===== src/rtl/pipe_delay_line.sv =====
// pipe_delay_line: parametrised register delay line with per-stage valid bits,
// stall, synchronous flush and a runtime-selectable output tap. Used to align
// operands and control across pipeline paths whose latency varies per cycle.
module pipe_delay_line #(
    parameter int               WIDTH = 4,
    parameter int               DEPTH = 3,
    parameter logic [WIDTH-1:0] INIT  = '0,
    parameter int               SELW  = (DEPTH > 1) ? $clog2(DEPTH) : 1,
    parameter int               CNTW  = $clog2(DEPTH + 1)
) (
    input  logic             CLK,
    input  logic             ASYNCRESETN,
    input  logic [WIDTH-1:0] I,
    input  logic             I_VALID,
    input  logic             EN,
    input  logic             FLUSH,
    input  logic [SELW-1:0]  SEL,
    output logic [WIDTH-1:0] O,
    output logic             O_VALID,
    output logic [CNTW-1:0]  OCCUPANCY
);

    // Deepest stage index; any larger SEL is clamped here rather than wrapped.
    localparam logic [SELW-1:0] LAST_TAP = SELW'(DEPTH - 1);

    logic [WIDTH-1:0] r_data [DEPTH];
    logic [DEPTH-1:0] r_valid;
    logic [SELW-1:0]  w_tap;
    logic [CNTW-1:0]  w_occ;

    // Stage shift register: flush beats enable, enable beats hold.
    always_ff @(posedge CLK or negedge ASYNCRESETN) begin
        if (!ASYNCRESETN) begin
            // NOTE: the data stages are reset as well as the valid bits because
            // O must read INIT while reset is held; a valid-only reset would
            // leave stale or X data visible on the tap.
            for (int k = 0; k < DEPTH; k++) begin
                r_data[k] <= INIT;
            end
            r_valid <= '0;
        end else if (FLUSH) begin
            for (int k = 0; k < DEPTH; k++) begin
                r_data[k] <= INIT;
            end
            r_valid <= '0;
        end else if (EN) begin
            // NOTE: non-blocking assignments make every stage take its
            // neighbour's old value; blocking ones would ripple I down the
            // whole chain in a single edge.
            r_data[0]  <= I;
            r_valid[0] <= I_VALID;
            for (int k = 1; k < DEPTH; k++) begin
                r_data[k]  <= r_data[k-1];
                r_valid[k] <= r_valid[k-1];
            end
        end
    end

    // Tap select: clamp out-of-range SEL to the last stage.
    always_comb begin
        // NOTE: w_tap gets a value on every path before it is conditionally
        // overridden, so no latch is inferred.
        w_tap = SEL;
        if (SEL > LAST_TAP) begin
            w_tap = LAST_TAP;
        end
    end

    // Occupancy: popcount of the registered valid bits, independent of SEL.
    always_comb begin
        w_occ = '0;
        for (int k = 0; k < DEPTH; k++) begin
            w_occ = w_occ + CNTW'(r_valid[k]);
        end
    end

    assign O         = r_data[w_tap];
    assign O_VALID   = r_valid[w_tap];
    assign OCCUPANCY = w_occ;

endmodule


===== config.mk =====
export PLATFORM = sky130hd
export DESIGN_NAME = pipe_delay_line
export DESIGN_NICKNAME = d
export VERILOG_FILES = /design/src/rtl/pipe_delay_line.sv
export SDC_FILE = /design/constraint.sdc
export NUM_CORES = 1
export LEC_CHECK = 0
export ABC_CLOCK_PERIOD_IN_PS = 1100
export BUFFER_PORTS_ARGS = -buffer_cell sky130_fd_sc_hd__buf_2
export CAP_MARGIN = 20
export CORE_MARGIN = 5
export CORE_UTILIZATION = 45
export CTS_CLUSTER_SIZE = 28
export DETAILED_ROUTE_END_ITERATION = 10
export GPL_TIMING_DRIVEN = 1
export HOLD_SLACK_MARGIN = 0.03
export PLACE_DENSITY = 0.69
export SLEW_MARGIN = 10
export SYNTH_ARGS = -nofsm -noshare
export SYNTH_HDL_FRONTEND = slang
export SYNTH_SLANG_ARGS = --single-unit
export TNS_END_PERCENT = 30

===== constraint.sdc =====
create_clock -name CLK -period 1.1 [get_ports CLK]
set_input_delay 0.055 -clock CLK [delete_from_list [all_inputs] [get_ports CLK]]
set_output_delay 0.055 -clock CLK [all_outputs]
set_load 0.02 [all_outputs]

[After elaboration in Yosys (flattened, before gate mapping)]
Index checks and enable logic that the tools add are counted.
Storage, ports and cells
  register bits: 15
  output and inout bits: 7
  logic and storage cells: 21
Operators by class
  muxes and demuxes: 10
  bitwise gates (word level): 1
  reduce and logical (&&, ||, !) cells: 1
  $lt $le $gt $ge: 3
  add/sub/neg operators: 2
Operators by type and width (number)
  2-to-1 mux 12 bit: 2
  binary-select mux 4 bit (select 2 bit): 1
  2-to-1 mux 4 bit: 2
  2-to-1 mux 3 bit: 2
  >= comparator 3 bit (second input constant): 1
  < comparator 2 x 3 -> 1 bit (second input constant): 1
  NOT 2 -> 3 bit: 1
  adder 1 x 1 -> 2 bit: 1
  adder 2 x 1 -> 2 bit: 1
  binary-select mux 1 bit (select 2 bit): 1
  greater-than comparator 2 bit (second input constant): 1
  2-to-1 mux 2 bit: 1
  nonzero test 2 bit: 1
  2-to-1 mux 1 bit: 1

[Longest topological paths before layout]
  depth in word-level cells: 6
  mapped depth: 4
  mapped depth without buffers: 2

[Worst setup path before layout]
Ideal clock, no wire load.
  path type: register to output
  from: register r_valid[0]
  to: output OCCUPANCY[0]
  arrival: 1049 ps
  slack: -4 ps
  cell stages (with the launch flop): 2
  required time: 1045 ps
  cell sequence: dfrtp_1 fa_1
Between the ends
  longest elaborated chain between the ends: 2
RTL lines
  start: declaration: line 27  | logic [DEPTH-1:0] r_valid;
  start signal: indexed assignment: line 54  | r_valid[k] <= r_valid[k-1];
  adder 1 x 1 -> 2 bit: line 73  | w_occ = w_occ + CNTW'(r_valid[k]);
  adder 2 x 1 -> 2 bit: line 73
  end: declaration: line 20  | output logic [CNTW-1:0] OCCUPANCY
Every way passes these cells.

[Final worst setup path]
  from: register r_valid[2]
  to: output OCCUPANCY[0]
Between the ends
  longest elaborated chain between the ends: 1
RTL lines (line)
  adder 2 x 1 -> 2 bit: 73
Every way passes these cells.

==> impl.org <==
** Run status
- The checks that failed: setup timing.
- Run status :: finished, violations left

** Detailed routing
- Final Routed Wirelength :: 1448 um
- Drt wl/cell :: 13.66 um
- The count of nets left with antenna violations once routing finished came out at 0.
- Vias post-DR :: 535
- For this block, the initial DRC count from the detailed router was 11.
- The first TritonRoute pass finished after 4 iterations.
- After detailed routing, the number of remaining DRC violations is 0.
- After detailed routing, the number of vias per cell comes to 5.047.

** Yosys
- Summing the areas of all and, or, nand and nor instances in the mapped netlist gives 10.12% of the synthesized area.
- Adder-cell area share of the yosys netlist :: 2.698%
- Count of mapped cells out of synthesis :: 66
- Sequential cells were found to cover 50.59% of the synthesized design area.
- Summing the areas of all xor and xnor instances in the mapped netlist gives 0% of the synthesized area.
- Summing every instance area after synthesis gives 742.0 sq um.
- Mean post-synth cell area :: 11.24 sq um
- The Yosys step of the flow raised 0 warnings.
- Netlist cell types :: 11
- Register bit count reported by yosys :: 15
- Multiplexer fraction of the synthesized cell area :: 26.98%
- Compound-cell area share of the yosys netlist :: 3.373%
- Post-Synthesis Net Count :: 78
- By area, the combinational part of the netlist is dominated by multiplexers.

** Worst setup path
- Register-to-register setup slack :: 0.22 ns
- FF-to-FF path depth :: 3
- Kind of cell with the highest combined delay on the critical path :: adder cells
- Critical path data required time :: 1.04 ns
- In this run the critical register-to-register path is captured at r_valid[0].
- On the worst path, the slowest cell contributes a delay of 0.57 ns.
- The slowest stage of the critical path is the fa_2 cell.
- The worst setup path is launched from a register.
- Kind of critical path :: reg2out
- Critical Path Fanout Max :: 2
- Number of buffer and inverter stages on the critical path :: 1
- Chain of cells forming the critical path :: fa_2 > buf_6
- Data on the critical path arrives at its endpoint at 1.36 ns.
- Critical path endpoint category :: output port
- Reg2Reg Launch Point :: r_valid[0]

** Clock network
- Sink count of the clock tree :: 15
- CTS built an H-tree with a depth of 1.
- CTS tree :: done
- The later pin in the worst-skew pair is clocked with a latency of 0.27 ns.
- Buffers inserted during clock tree synthesis total 3.
- After clock tree synthesis, the setup repair step added 0 buffers.
- Buffer type at the clock tree root :: clkbuf_4
- Clock edge transition at the registers on the reported setup and hold paths :: 0.09 ns
- The clock passes through at most 2 buffers.

** Floorplanning
- Initial Utilization :: 48.13%
- Measured along the x axis, the die boundary spans 50.61 um.
- During I/O placement, the number of pins put on the boundary was 18.
- The die is 50.61 um tall.
- After floorplanning, the core was divided into 14 placement rows.
- Die footprint :: 2561 sq um
- After floorplanning, the core was sized to cover 1541 sq um.

** Cells and area
- Final core area utilization :: 59.33%
- After routing the design area is 914.6 sq um.
- Area growth, synth to finish :: 23.27%
- Antenna diode count :: 0
- The top cell types in the final layout, fill and taps aside, are mux2i_1, nor2_1, buf_2, dfrtp_1.
- Non-filler instance count after layout :: 106
- Number of fill cells in the layout :: 143
- Of the cells placed in the final design, the portion with a size suffix greater than 1 is 26.67%.
- Number of nets in the layout :: 103
- The library cell used most frequently in the layout, excluding fill and tap cells, is mux2i_1.

** Power
- Switching portion of total power :: 25.21%
- Share of power burned in combinational logic :: 15.9%
- Leakage power total :: 0.0004929 uW
- Internal power :: 788.8 uW
- IR analysis of the VDD net gives a maximum drop of 0.6714 mV.
- The share of total power dissipated in sequential elements is 55.5%.
- The clock network burns 28.7% of the power.
- In this run the power spent charging and discharging nets is 265.8 uW.
- In this run the power density over the cells is 1153 nW/um^2.
- The design draws 1055 uW.

** GRT
- Antenna violations before repair :: 0
- Global routing consumed, on the met3 layer, 2.071% of the routing resources.
- Entering global routing, the biggest net connects 16 pins.
- Met2 Resource Use GR :: 20.87%
- The first global-routing pass estimated 2421 um of wire.
- Vias in the first global route :: 523
- The total overflow left after global routing is 0.
- The global routing stage identified its most utilized layer as met2.
- Global routing used 12.05% of the available tracks.
- For this run, global-route usage on met1 was measured as 15.06%.

** Hold path
- Startpoint of the lowest-slack hold path :: I[2]
- Worst hold stages :: 3
- Classification of the worst-slack hold path :: in2reg
- Hold-critical path endpoint :: r_data[10]

** STA
- Static timing analysis puts the maximum clock frequency at 704.4 MHz.
- Post-layout worst setup margin :: -0.3197 ns
- Period Utilization, post-route :: 129.1%
- The number of hold violations in the final report is 0.
- Final-report max-slew violation count :: 0
- Setup repair after global routing missed its margin :: yes
- Setup violations remaining at the end of the flow were counted as 5.
- Max_slew headroom :: 70.69%
- Worst Max-Slew Pin Slew :: 0.4397 ns
- Final hold analysis gives a worst-case slack of 0.05441 ns.
- Worst clock skew :: 0.003368 ns
- Minimum clock period after layout :: 1.420 ns

** Placed design
- Post-place instance area :: 825.8 sq um
- The count of buffers added on input and output ports is 17.
- At the end of routability-driven placement, the weighted congestion stood at 0.7129.
- Half-perimeter wire length after detailed placement :: 956.9 um
- In this run, placement finished with an instance count of 97.

** Job
- Across the run, the number of max-cap violations was 0.
==> area by class of cell <==
type / count / area, sq um / area share (%)
Clock buffer: 4 / 26.28 / 2.873
Multi-Input combinational cell: 46 / 322.8 / 35.29
Sequential cell: 15 / 375.4 / 41.04
Tap cell: 16 / 20.02 / 2.189
Timing Repair Buffer: 25 / 170.2 / 18.60
==> tightest hold or removal path: stages <==
cell and delay (ns):
buf_2 0.07, mux2i_1 0.05, nor2_1 0.10
==> metrics by stage <==
stage          worst slack, ns  setup TNS, ns
2_1_floorplan          0.01174              0
3_3_place_gp          -0.04041       -0.04041
3_5_place_dp          -0.04940       -0.04940
4_1_cts                -0.3262        -0.6850
5_1_grt                -0.3531         -1.002
6_report               -0.3197        -0.6507
==> worst max path at each step <==
stage / startpoint / to / slack, ns / depth (start not counted)
2_1_floorplan: r_valid[0] / OCCUPANCY[0] / 0.01 / 1
3_3_place_gp: r_valid[0] / OCCUPANCY[0] / -0.04 / 2
3_5_place_dp: r_valid[0] / OCCUPANCY[0] / -0.05 / 2
4_1_cts: r_valid[2] / OCCUPANCY[0] / -0.33 / 2
5_1_grt: r_valid[2] / OCCUPANCY[0] / -0.35 / 2
6_report: r_valid[2] / OCCUPANCY[0] / -0.32 / 2
==> synth_stat cells <==
cell | number | area [sq um]
mux2i_1 | 20 | 200.2
nor2_1 | 15 | 56.30
dfrtp_1 | 15 | 375.4
buf_12 | 1 | 20.02
clkbuf_1 | 1 | 3.750
buf_4 | 1 | 7.510
buf_1 | 1 | 3.750
nand2_1 | 5 | 18.77
o21ai_0 | 5 | 25.02
buf_6 | 1 | 11.26
fa_1 | 1 | 20.02
==> power by group through the flow <==
stage | logic (uW) | registers, uW | clock network [uW]
after floorplan | 104 | 594 | 0
after global placement | 143 | 595 | 0
after detailed placement | 145 | 596 | 0
after CTS | 166 | 585 | 310
after global routing | 184 | 587 | 343
final | 168 | 585 | 302
==> routing by layer <==
layer	wire, um	vias up
met5	0	-
met4	0	0
met3	82	0
met2	754	17
met1	611	245
li1	-	273
==> cells by family (layout without fill, tap and decap cells) <==
kind of cell               Yosys count  after routing
adders and majority gates            1              1
AOI/OAI and AO/OA                    5              5
DFF                                 15             15
buffers and inverters                5             29
muxes                               20             20
and+or+nand+nor                     20             20
==> what timing repair did <==
action,in CTS,in global routing
setup endpoints to repair,6,7
pin swaps,1,0
hold buffers,5,0
endpoints found under the hold margin,19,0
gates resized for setup,6,3
==> flip-flops by register name, summed over array words and instances, names as in the netlist <==
register	cells
r_data	12
r_valid	3
Note: power is estimated with default switching activity, not from simulation.
